**config.mk**
```make
export PLATFORM = sky130hd
export DESIGN_NAME = ldpc_dvb_dec_sort_sched
export DESIGN_NICKNAME = d
export VERILOG_FILES = /design/src/rtl/ldpc_dvb_dec_types.sv /design/src/rtl/ldpc_dvb_dec_strb_delay.sv /design/src/rtl/ldpc_dvb_dec_sort_sched.sv
export SDC_FILE = /design/constraint.sdc
export NUM_CORES = 1
export LEC_CHECK = 0
export CAP_MARGIN = 0
export CORE_ASPECT_RATIO = 0.8
export CORE_MARGIN = 3
export CORE_UTILIZATION = 50
export CTS_CLUSTER_SIZE = 10
export DETAILED_ROUTE_END_ITERATION = 8
export PLACE_DENSITY = 0.74
export SETUP_SLACK_MARGIN = 0.3
export SYNTH_ARGS = -nofsm -noshare
export SYNTH_HDL_FRONTEND = slang
export SYNTH_SLANG_ARGS = --single-unit
```
**constraint.sdc**
```tcl
create_clock -name iclk -period 5.75 [get_ports iclk]
set_input_delay 1.4375 -clock iclk [delete_from_list [all_inputs] [get_ports iclk]]
set_output_delay 1.4375 -clock iclk [all_outputs]
set_load 0.01 [all_outputs]
```
**src/rtl/ldpc_dvb_dec_types.sv**
```systemverilog
// Shared types for the DVB-S2 LDPC decoder sort scheduler slice.
// Strobe bundle, minimum-column type and scheduler state encoding.
package ldpc_dvb_dec_types;

    localparam int cCOL_W = 5;

    typedef logic [cCOL_W-1:0] vn_min_col_t;

    typedef struct packed {
        logic sop;
        logic eop;
    } strb_t;

    typedef enum logic [2:0] {
        ST_IDLE,
        ST_INIT,
        ST_ROW,
        ST_DRAIN,
        ST_CHECK,
        ST_DONE
    } sched_state_t;

endpackage

```
**src/rtl/ldpc_dvb_dec_strb_delay.sv**
```systemverilog
// Delays the sort-engine strobes so they meet the vnode memory read data.
// Clock-enable gated; a frozen clock never duplicates or drops a strobe.
module ldpc_dvb_dec_strb_delay
    import ldpc_dvb_dec_types::*;
#(
    parameter int pLAT = 2
) (
    input  logic  iclk,
    input  logic  ireset,
    input  logic  iclkena,
    input  logic  ival,
    input  strb_t istrb,
    input  logic  imask,
    output logic  oval,
    output strb_t ostrb,
    output logic  omask
);

    typedef struct packed {
        logic  val;
        strb_t strb;
        logic  mask;
    } dly_t;

    dly_t sr [pLAT];

    always_ff @(posedge iclk or posedge ireset) begin
        if (ireset) begin
            for (int i = 0; i < pLAT; i++) begin
                sr[i] <= '0;
            end
        end else if (iclkena) begin
            sr[0] <= {ival, istrb, imask};
            for (int i = 1; i < pLAT; i++) begin
                sr[i] <= sr[i-1];
            end
        end
    end

    assign oval  = sr[pLAT-1].val;
    assign ostrb = sr[pLAT-1].strb;
    assign omask = sr[pLAT-1].mask;

endmodule

```
**src/rtl/ldpc_dvb_dec_sort_sched.sv**
```systemverilog
// Row/iteration scheduler feeding the serial min-sum sort engine.
// Walks rows column by column and decides continue/early-stop/limit per iteration.
module ldpc_dvb_dec_sort_sched
    import ldpc_dvb_dec_types::*;
#(
    parameter int pROW_W   = 8,
    parameter int pCOL_W   = 5,
    parameter int pITER_W  = 6,
    parameter int pMEM_LAT = 2
) (
    input  logic               iclk,
    input  logic               ireset,
    input  logic               iclkena,
    input  logic               istart,
    input  logic [pROW_W-1:0]  irow_num_m1,
    input  logic [pITER_W-1:0] iiter_max_m1,
    input  logic [pCOL_W-1:0]  irow_deg_m1,
    input  logic               ipunct,
    output logic               osort_start,
    output logic [pROW_W-1:0]  orow_addr,
    output logic [pCOL_W-1:0]  ocol_addr,
    output logic               ordena,
    output logic               oval,
    output logic               osop,
    output logic               oeop,
    output logic               ovmask,
    input  logic               isort_val,
    input  logic               idecfail,
    output logic               obusy,
    output logic               odone,
    output logic               oearly,
    output logic [pITER_W-1:0] oiter_m1
);

    sched_state_t       state;
    logic [pROW_W-1:0]  row;
    logic [pROW_W-1:0]  row_num_m1;
    logic [pROW_W:0]    rows;
    logic [pROW_W:0]    res_cnt;
    logic [pCOL_W-1:0]  col;
    logic [pCOL_W-1:0]  deg;
    logic [pCOL_W-1:0]  deg_cur;
    logic [pITER_W-1:0] iter;
    logic [pITER_W-1:0] iter_max_m1;
    logic               rd;
    logic               sop;
    logic               eop;
    logic               res_sat;
    logic               res_en;
    strb_t              strb_in;
    strb_t              strb_out;

    // The degree table is only valid for the new row at column 0
    assign deg_cur = (col == '0) ? irow_deg_m1 : deg;
    assign sop     = (col == '0);
    assign eop     = (col == deg_cur);
    assign rd      = (state == ST_ROW);
    assign res_sat = &res_cnt;
    assign res_en  = isort_val && !res_sat &&
                     (state == ST_ROW || state == ST_DRAIN);

    assign ordena    = rd;
    assign orow_addr = row;
    assign ocol_addr = col;

    always_ff @(posedge iclk or posedge ireset) begin
        if (ireset) begin
            state       <= ST_IDLE;
            row         <= '0;
            row_num_m1  <= '0;
            rows        <= '0;
            res_cnt     <= '0;
            col         <= '0;
            deg         <= '0;
            iter        <= '0;
            iter_max_m1 <= '0;
            osort_start <= 1'b0;
            obusy       <= 1'b0;
            odone       <= 1'b0;
            oearly      <= 1'b0;
            oiter_m1    <= '0;
        end else if (iclkena) begin
            osort_start <= 1'b0;
            odone       <= 1'b0;
            if (res_en) begin
                res_cnt <= res_cnt + (pROW_W+1)'(1);
            end
            unique case (state)
                ST_IDLE: begin
                    if (istart) begin
                        row_num_m1  <= irow_num_m1;
                        rows        <= {1'b0, irow_num_m1} + (pROW_W+1)'(1);
                        iter_max_m1 <= iiter_max_m1;
                        iter        <= '0;
                        obusy       <= 1'b1;
                        osort_start <= 1'b1;
                        state       <= ST_INIT;
                    end
                end
                ST_INIT: begin
                    row     <= '0;
                    col     <= '0;
                    res_cnt <= '0;
                    state   <= ST_ROW;
                end
                ST_ROW: begin
                    if (col == '0) begin
                        deg <= irow_deg_m1;
                    end
                    if (eop) begin
                        col <= '0;
                        if (row == row_num_m1) begin
                            state <= ST_DRAIN;
                        end else begin
                            row <= row + pROW_W'(1);
                        end
                    end else begin
                        col <= col + pCOL_W'(1);
                    end
                end
                ST_DRAIN: begin
                    if (res_cnt == rows) begin
                        state <= ST_CHECK;
                    end
                end
                ST_CHECK: begin
                    if (!idecfail || iter == iter_max_m1) begin
                        state    <= ST_DONE;
                        odone    <= 1'b1;
                        obusy    <= 1'b0;
                        oearly   <= !idecfail;
                        oiter_m1 <= iter;
                    end else begin
                        iter        <= iter + pITER_W'(1);
                        osort_start <= 1'b1;
                        state       <= ST_INIT;
                    end
                end
                ST_DONE: begin
                    state <= ST_IDLE;
                end
                default: begin
                    state <= ST_IDLE;
                end
            endcase
        end
    end

    assign strb_in = '{sop: sop, eop: eop};

    ldpc_dvb_dec_strb_delay #(
        .pLAT (pMEM_LAT)
    ) u_dly (
        .iclk    (iclk),
        .ireset  (ireset),
        .iclkena (iclkena),
        .ival    (rd),
        .istrb   (strb_in),
        .imask   (ipunct & rd),
        .oval    (oval),
        .ostrb   (strb_out),
        .omask   (ovmask)
    );

    assign osop = strb_out.sop;
    assign oeop = strb_out.eop;

endmodule

```
# Word-level counts from Yosys, hierarchy flattened
# Cells that the tools add are included.
# word_totals
input_bits,26
register_bits,77
# op_classes
n_mux,25
n_reduce_logical,21
n_bitwise,1
addsub,5
eq_ne,15
# op_table
operator,n
$mux 9,2
$mux 8,2
$pmux 8 s2,1
$mux 3,5
$pmux 3 s5,1
$mux 6,2
$pmux 6 s2,1
$reduce_and 4->1,3
$mux 5,2
$pmux 5 s2,1
$add 8x1->9 const B,1
$add 9x1->9 const B,1
$eq 9x9->1,1
$reduce_and 9->1,1
$add 8x1->8 const B,1
$eq 8x8->1,1
$ne 2x2->1 const B,4
$add 6x1->6 const B,1
$eq 3x2->1 const B,2
$eq 6x6->1,1
$mux 1,6
$ne 2x1->1 const B,3
$reduce_and 2->1,3
$reduce_and 3->1,2
other kinds (13),19

# Depth between registers and ports, before layout
# depth
depth_word,6
depth_mapped,9
depth_no_buf,8

# Cells and area by module
# Synthesis repeated with hierarchy kept, for this count alone.
# unflattened
hier_cells,418
area_unflattened_um2,4172.8
# modules_own_cells
mod,seq_area_each_um2,area_each_um2,cells_per_inst,n_inst
ldpc_dvb_dec_sort_sched,1726.7,3822.4,398,1
ldpc_dvb_dec_strb_delay,200.2,350.3,20,1

# Worst setup path after synthesis
# OpenSTA, ideal clock, no wires.
# synth_path
path_kind,input-to-reg
start,input port iclkena
end,"register row[7], in the netlist orow_addr[7]"
required_ps,5668
n_path_buf,2
arrival_time_ps,2997
cell_stages,8
slack_ps,2671
cell_sequence,buf_2 -> nor2b_1 -> and3_1 -> clkbuf_1 -> o21ai_0 -> nor4_4 -> a41oi_1 -> a31oi_1
# synth_via
elab_chain_cells,1
# synth_rtl
item,line_no,text
from (decl),ldpc_dvb_dec_sort_sched.sv:13,"input logic iclkena,"
$reduce_and 4->1 (no line),-,
to (signal assigned),ldpc_dvb_dec_sort_sched.sv:115,row <= row + pROW_W'(1);
to (decl),ldpc_dvb_dec_sort_sched.sv:36,logic [pROW_W-1:0] row;
# No other way between the ends.
# A chain may end at the register's enable or synchronous reset.

# Worst setup path after layout
# layout_path
start,input port iclkena
end,register res_cnt[7]
# layout_via
elab_chain_cells,1
# layout_rtl
item,line_no,text
$reduce_and 2->1 (no line),-,
to (signal assigned),ldpc_dvb_dec_sort_sched.sv:86,res_cnt <= res_cnt + (pROW_W+1)'(1);
to (decl),ldpc_dvb_dec_sort_sched.sv:39,logic [pROW_W:0] res_cnt;
# No other way between the ends.

==> flow_summary.toml <==
[critical_path]
critPathLaunchType = "input pin"
crit_cells = 7
regToRegStartpoint = "ocol_addr[0]"
cp.required_ps = 6020
r2r-end = "orow_addr[7]"
reg2reg_slack_ps = 3000
critPathKind = "input pin to flip-flop"
cp-end-kind = "flip-flop"
startpoint = "iclkena"
slowest_stage = "clkdlybuf4s50_1"
worstPathBufferInverterCount = 1
slowest_delay_ps = 680
cp_top_family = "simple AND/OR/NAND/NOR gates"
crit_chain = "clkdlybuf4s50_1 -> nor2b_1 -> nand2_1 -> nor2_1 -> o2111ai_1 -> or3_1 -> a21oi_1"
r2r_cells = 8
crit_end = "res_cnt[7]"
cp.arrival_ps = 4210
cp_max_fo = 12

[logic_synthesis]
syn-num-nets = 418
synth_top_area_share_pct = 48.5
synth_largest_area_cell = "dfrtp_1"
synth_cell_type_count = 51
ys_seq_elements = 77
ys_warn_count = 0
synth_ff_type = "dfrtp_1"
syn_inst = 385
seq_area_frac_synth_pct = 48.5
ys_async_sr_fraction_pct = 100
syn_area_um2 = 3970
synth_edf_count = 0
ys_top_cells_by_area = "dfrtp_1, mux2_2, xnor2_1, nand2_1, o21ai_0"
synth.avg_cell_area_um2 = 10.3

[finish]
multiInputGateArea_um2 = 1930
n_antenna_cell = 0
nNetsFinal = 468
syn_to_final_growth_pct = 20.2
stdcell_count = 545
seqCellArea_um2 = 1930
drive_gt1_share_pct = 11.8
fill_cells = 653

[run]
cap_violations = 0

[timing]
setup_viol = 0
slew_violations = 0
fin_hold_ws_ps = 485
setup_ws_ps = 1810
rsz0062_at_grt = "false"
fmax_mhz = 254
relSlewSlack_pct = 34.1
final.setup.tns_ps = 0
fin_worst_skew_ps = 7.63
finalHoldViolCount = 0
period_needed_ps = 3940
tightest_slew_ps = 986
post-route-period-util_pct = 68.6

[die]
die_y_um = 85.7
die_area_um2 = 9060
rows = 28
boundaryPins = 54
core_um2 = 7570
die_w_um = 106
start_util_pct = 52.5

[global_route]
overflow = 0
grt_usage_pct = 19.4
grt_pass1_vias = 2964
grt_max_degree = 49
grt_pass1_wl_mm = 14.1
antenna_found_initial = 0

[routing]
drt-initial-drc-count = 158
drc = 0
drt_first_pass_iters = 5
vias_per_cell = 5.52
wl_per_cell_um = 15.3
drtAntennaViolNets = 0
wl_mm = 8.32
via_count = 3010

[cts]
hold_buffers = 0
clkLatencyLatePin_ps = 340
clock_path_buffers = 2
cts_tree = "done"
clkTransAtPathRegs_ps = 80
cts_root_buf = "clkbuf_8"
cts_resized = 0
cts.sinks = 77
htreeDepth = 3
cts_buffers = 9
cts_setup_buffers = 0

[worst_hold_path]
hold_path_class = "flip-flop to flip-flop"
min_from = "oearly"

[status]
outcome = "finished clean"

[placement]
numPortBuffers = 53
dp_hpwl_mm = 5.99
dpl_worst_slack_ps = 1420
dp_cells = 529
gp_congestion = 0.839

[power]
p_leak_nw = 2.13
ir_drop_mv = 0.240
pwr_density_cell_nw_per_um2 = 434
-- kinds of logic (layout without fill, tap and decap cells) --
logic type	count (synthesis)	in the layout	synth area share (%)
multiplexers	31	31	8.69
adder cells (fa/ha/maj)	7	7	2.20
XOR/XNOR	38	38	8.38
flip-flops	77	77	48.5
AO/OA/AOI/OAI	69	69	11.8
buffers and inverters	27	82	2.96
AND/OR/NAND/NOR	136	136	17.5
-- state kept, by name, indices dropped and copies added (netlist names), 3 cells and up --
name,flops
oiter_m1,6
row_num_m1,8
iter_max_m1,6
rows,9
ocol_addr,5
orow_addr,8
u_dly.sr,4
iter,6
state,3
deg,5
res_cnt,9
-- worst min-delay path: cells and delay by family (launching register included) --
family | cells | cell delay (ps)
AO/OA/AOI/OAI | 1 | 60
flip-flops | 1 | 350
AND/OR/NAND/NOR | 1 | 50
-- how the worst min path moves through the flow --
| stage | cells after the start | end | slack [ps] |
|---|---|---|---|
| 2_1_floorplan | 1 | u_dly.sr[7] | 450 |
| 3_3_place_gp | 2 | oearly | 460 |
| 3_5_place_dp | 2 | oearly | 470 |
| 4_1_cts | 2 | oearly | 490 |
| 5_1_grt | 2 | oearly | 520 |
| 6_report | 2 | oearly | 490 |
-- cell type report --
class / count / area share (%)
inverter: 11 / 0.865
multi-input combinational: 281 / 40.4
sequential: 77 / 40.4
tap: 105 / 2.75
clock buffer: 10 / 2.88
clock inverter: 6 / 1.31
timing repair buffer: 55 / 11.4
-- cell usage after synthesis (2+ instances only) --
master	n
a211o_1	2
a21o_1	3
a21oi_1	13
a22o_1	7
a31oi_1	5
and3_1	7
buf_2	4
clkbuf_1	10
dfrtp_1	77
ha_1	7
inv_1	11
mux2_2	24
mux2i_1	6
nand2_1	55
nand2b_1	6
nand3_1	13
nand4_1	8
nor2_1	18
nor2b_1	7
nor3_1	5
nor3b_1	2
nor4_1	2
o2111ai_1	2
o211ai_1	2
o21ai_0	24
or3_1	4
xnor2_1	27
xor2_1	11
-- where the power goes --
group          total (W)  internal, W  switching [W]
combinational   0.000779     0.000383       0.000395
sequential      0.000884     0.000705       0.000179
clock           0.000410     0.000212       0.000199
total            0.00207      0.00130       0.000773
-- metal layers --
metal | vias up | track usage (%) | routed length, um
met5 | - | 0 | 0
met4 | 0 | 4.82 | 55
met3 | 8 | 5.19 | 414
met2 | 73 | 30.0 | 3780
met1 | 1477 | 27.5 | 4070
li1 | 1452 | - | -
-- stage by stage --
step                utilization (%)  power, W  area [um^2]
global placement               60.4   0.00164         4570
global route                   63.1   0.00222         4770
CTS                            63.1   0.00209         4770
detailed placement             60.4   0.00168         4570
finish                         63.1   0.00207         4770
floorplan                         -   0.00144         3970
-- layout by cell type (no fill, tap or decap), types with 6 or more instances in the layout --
cell             instances
xor2_1                  11
nor2b_1                  7
dfrtp_1                 77
inv_1                   10
nor2_1                  18
xnor2_1                 27
clkbuf_8                10
nand2b_1                 6
and3_1                   7
clkdlybuf4s50_1         53
nand3_1                 13
mux2_2                  24
ha_1                     7
a21oi_1                 13
nand4_1                  8
nand2_1                 55
a22o_1                   7
o21ai_0                 24
mux2i_1                  6
(Power assumes the default switching activity.)
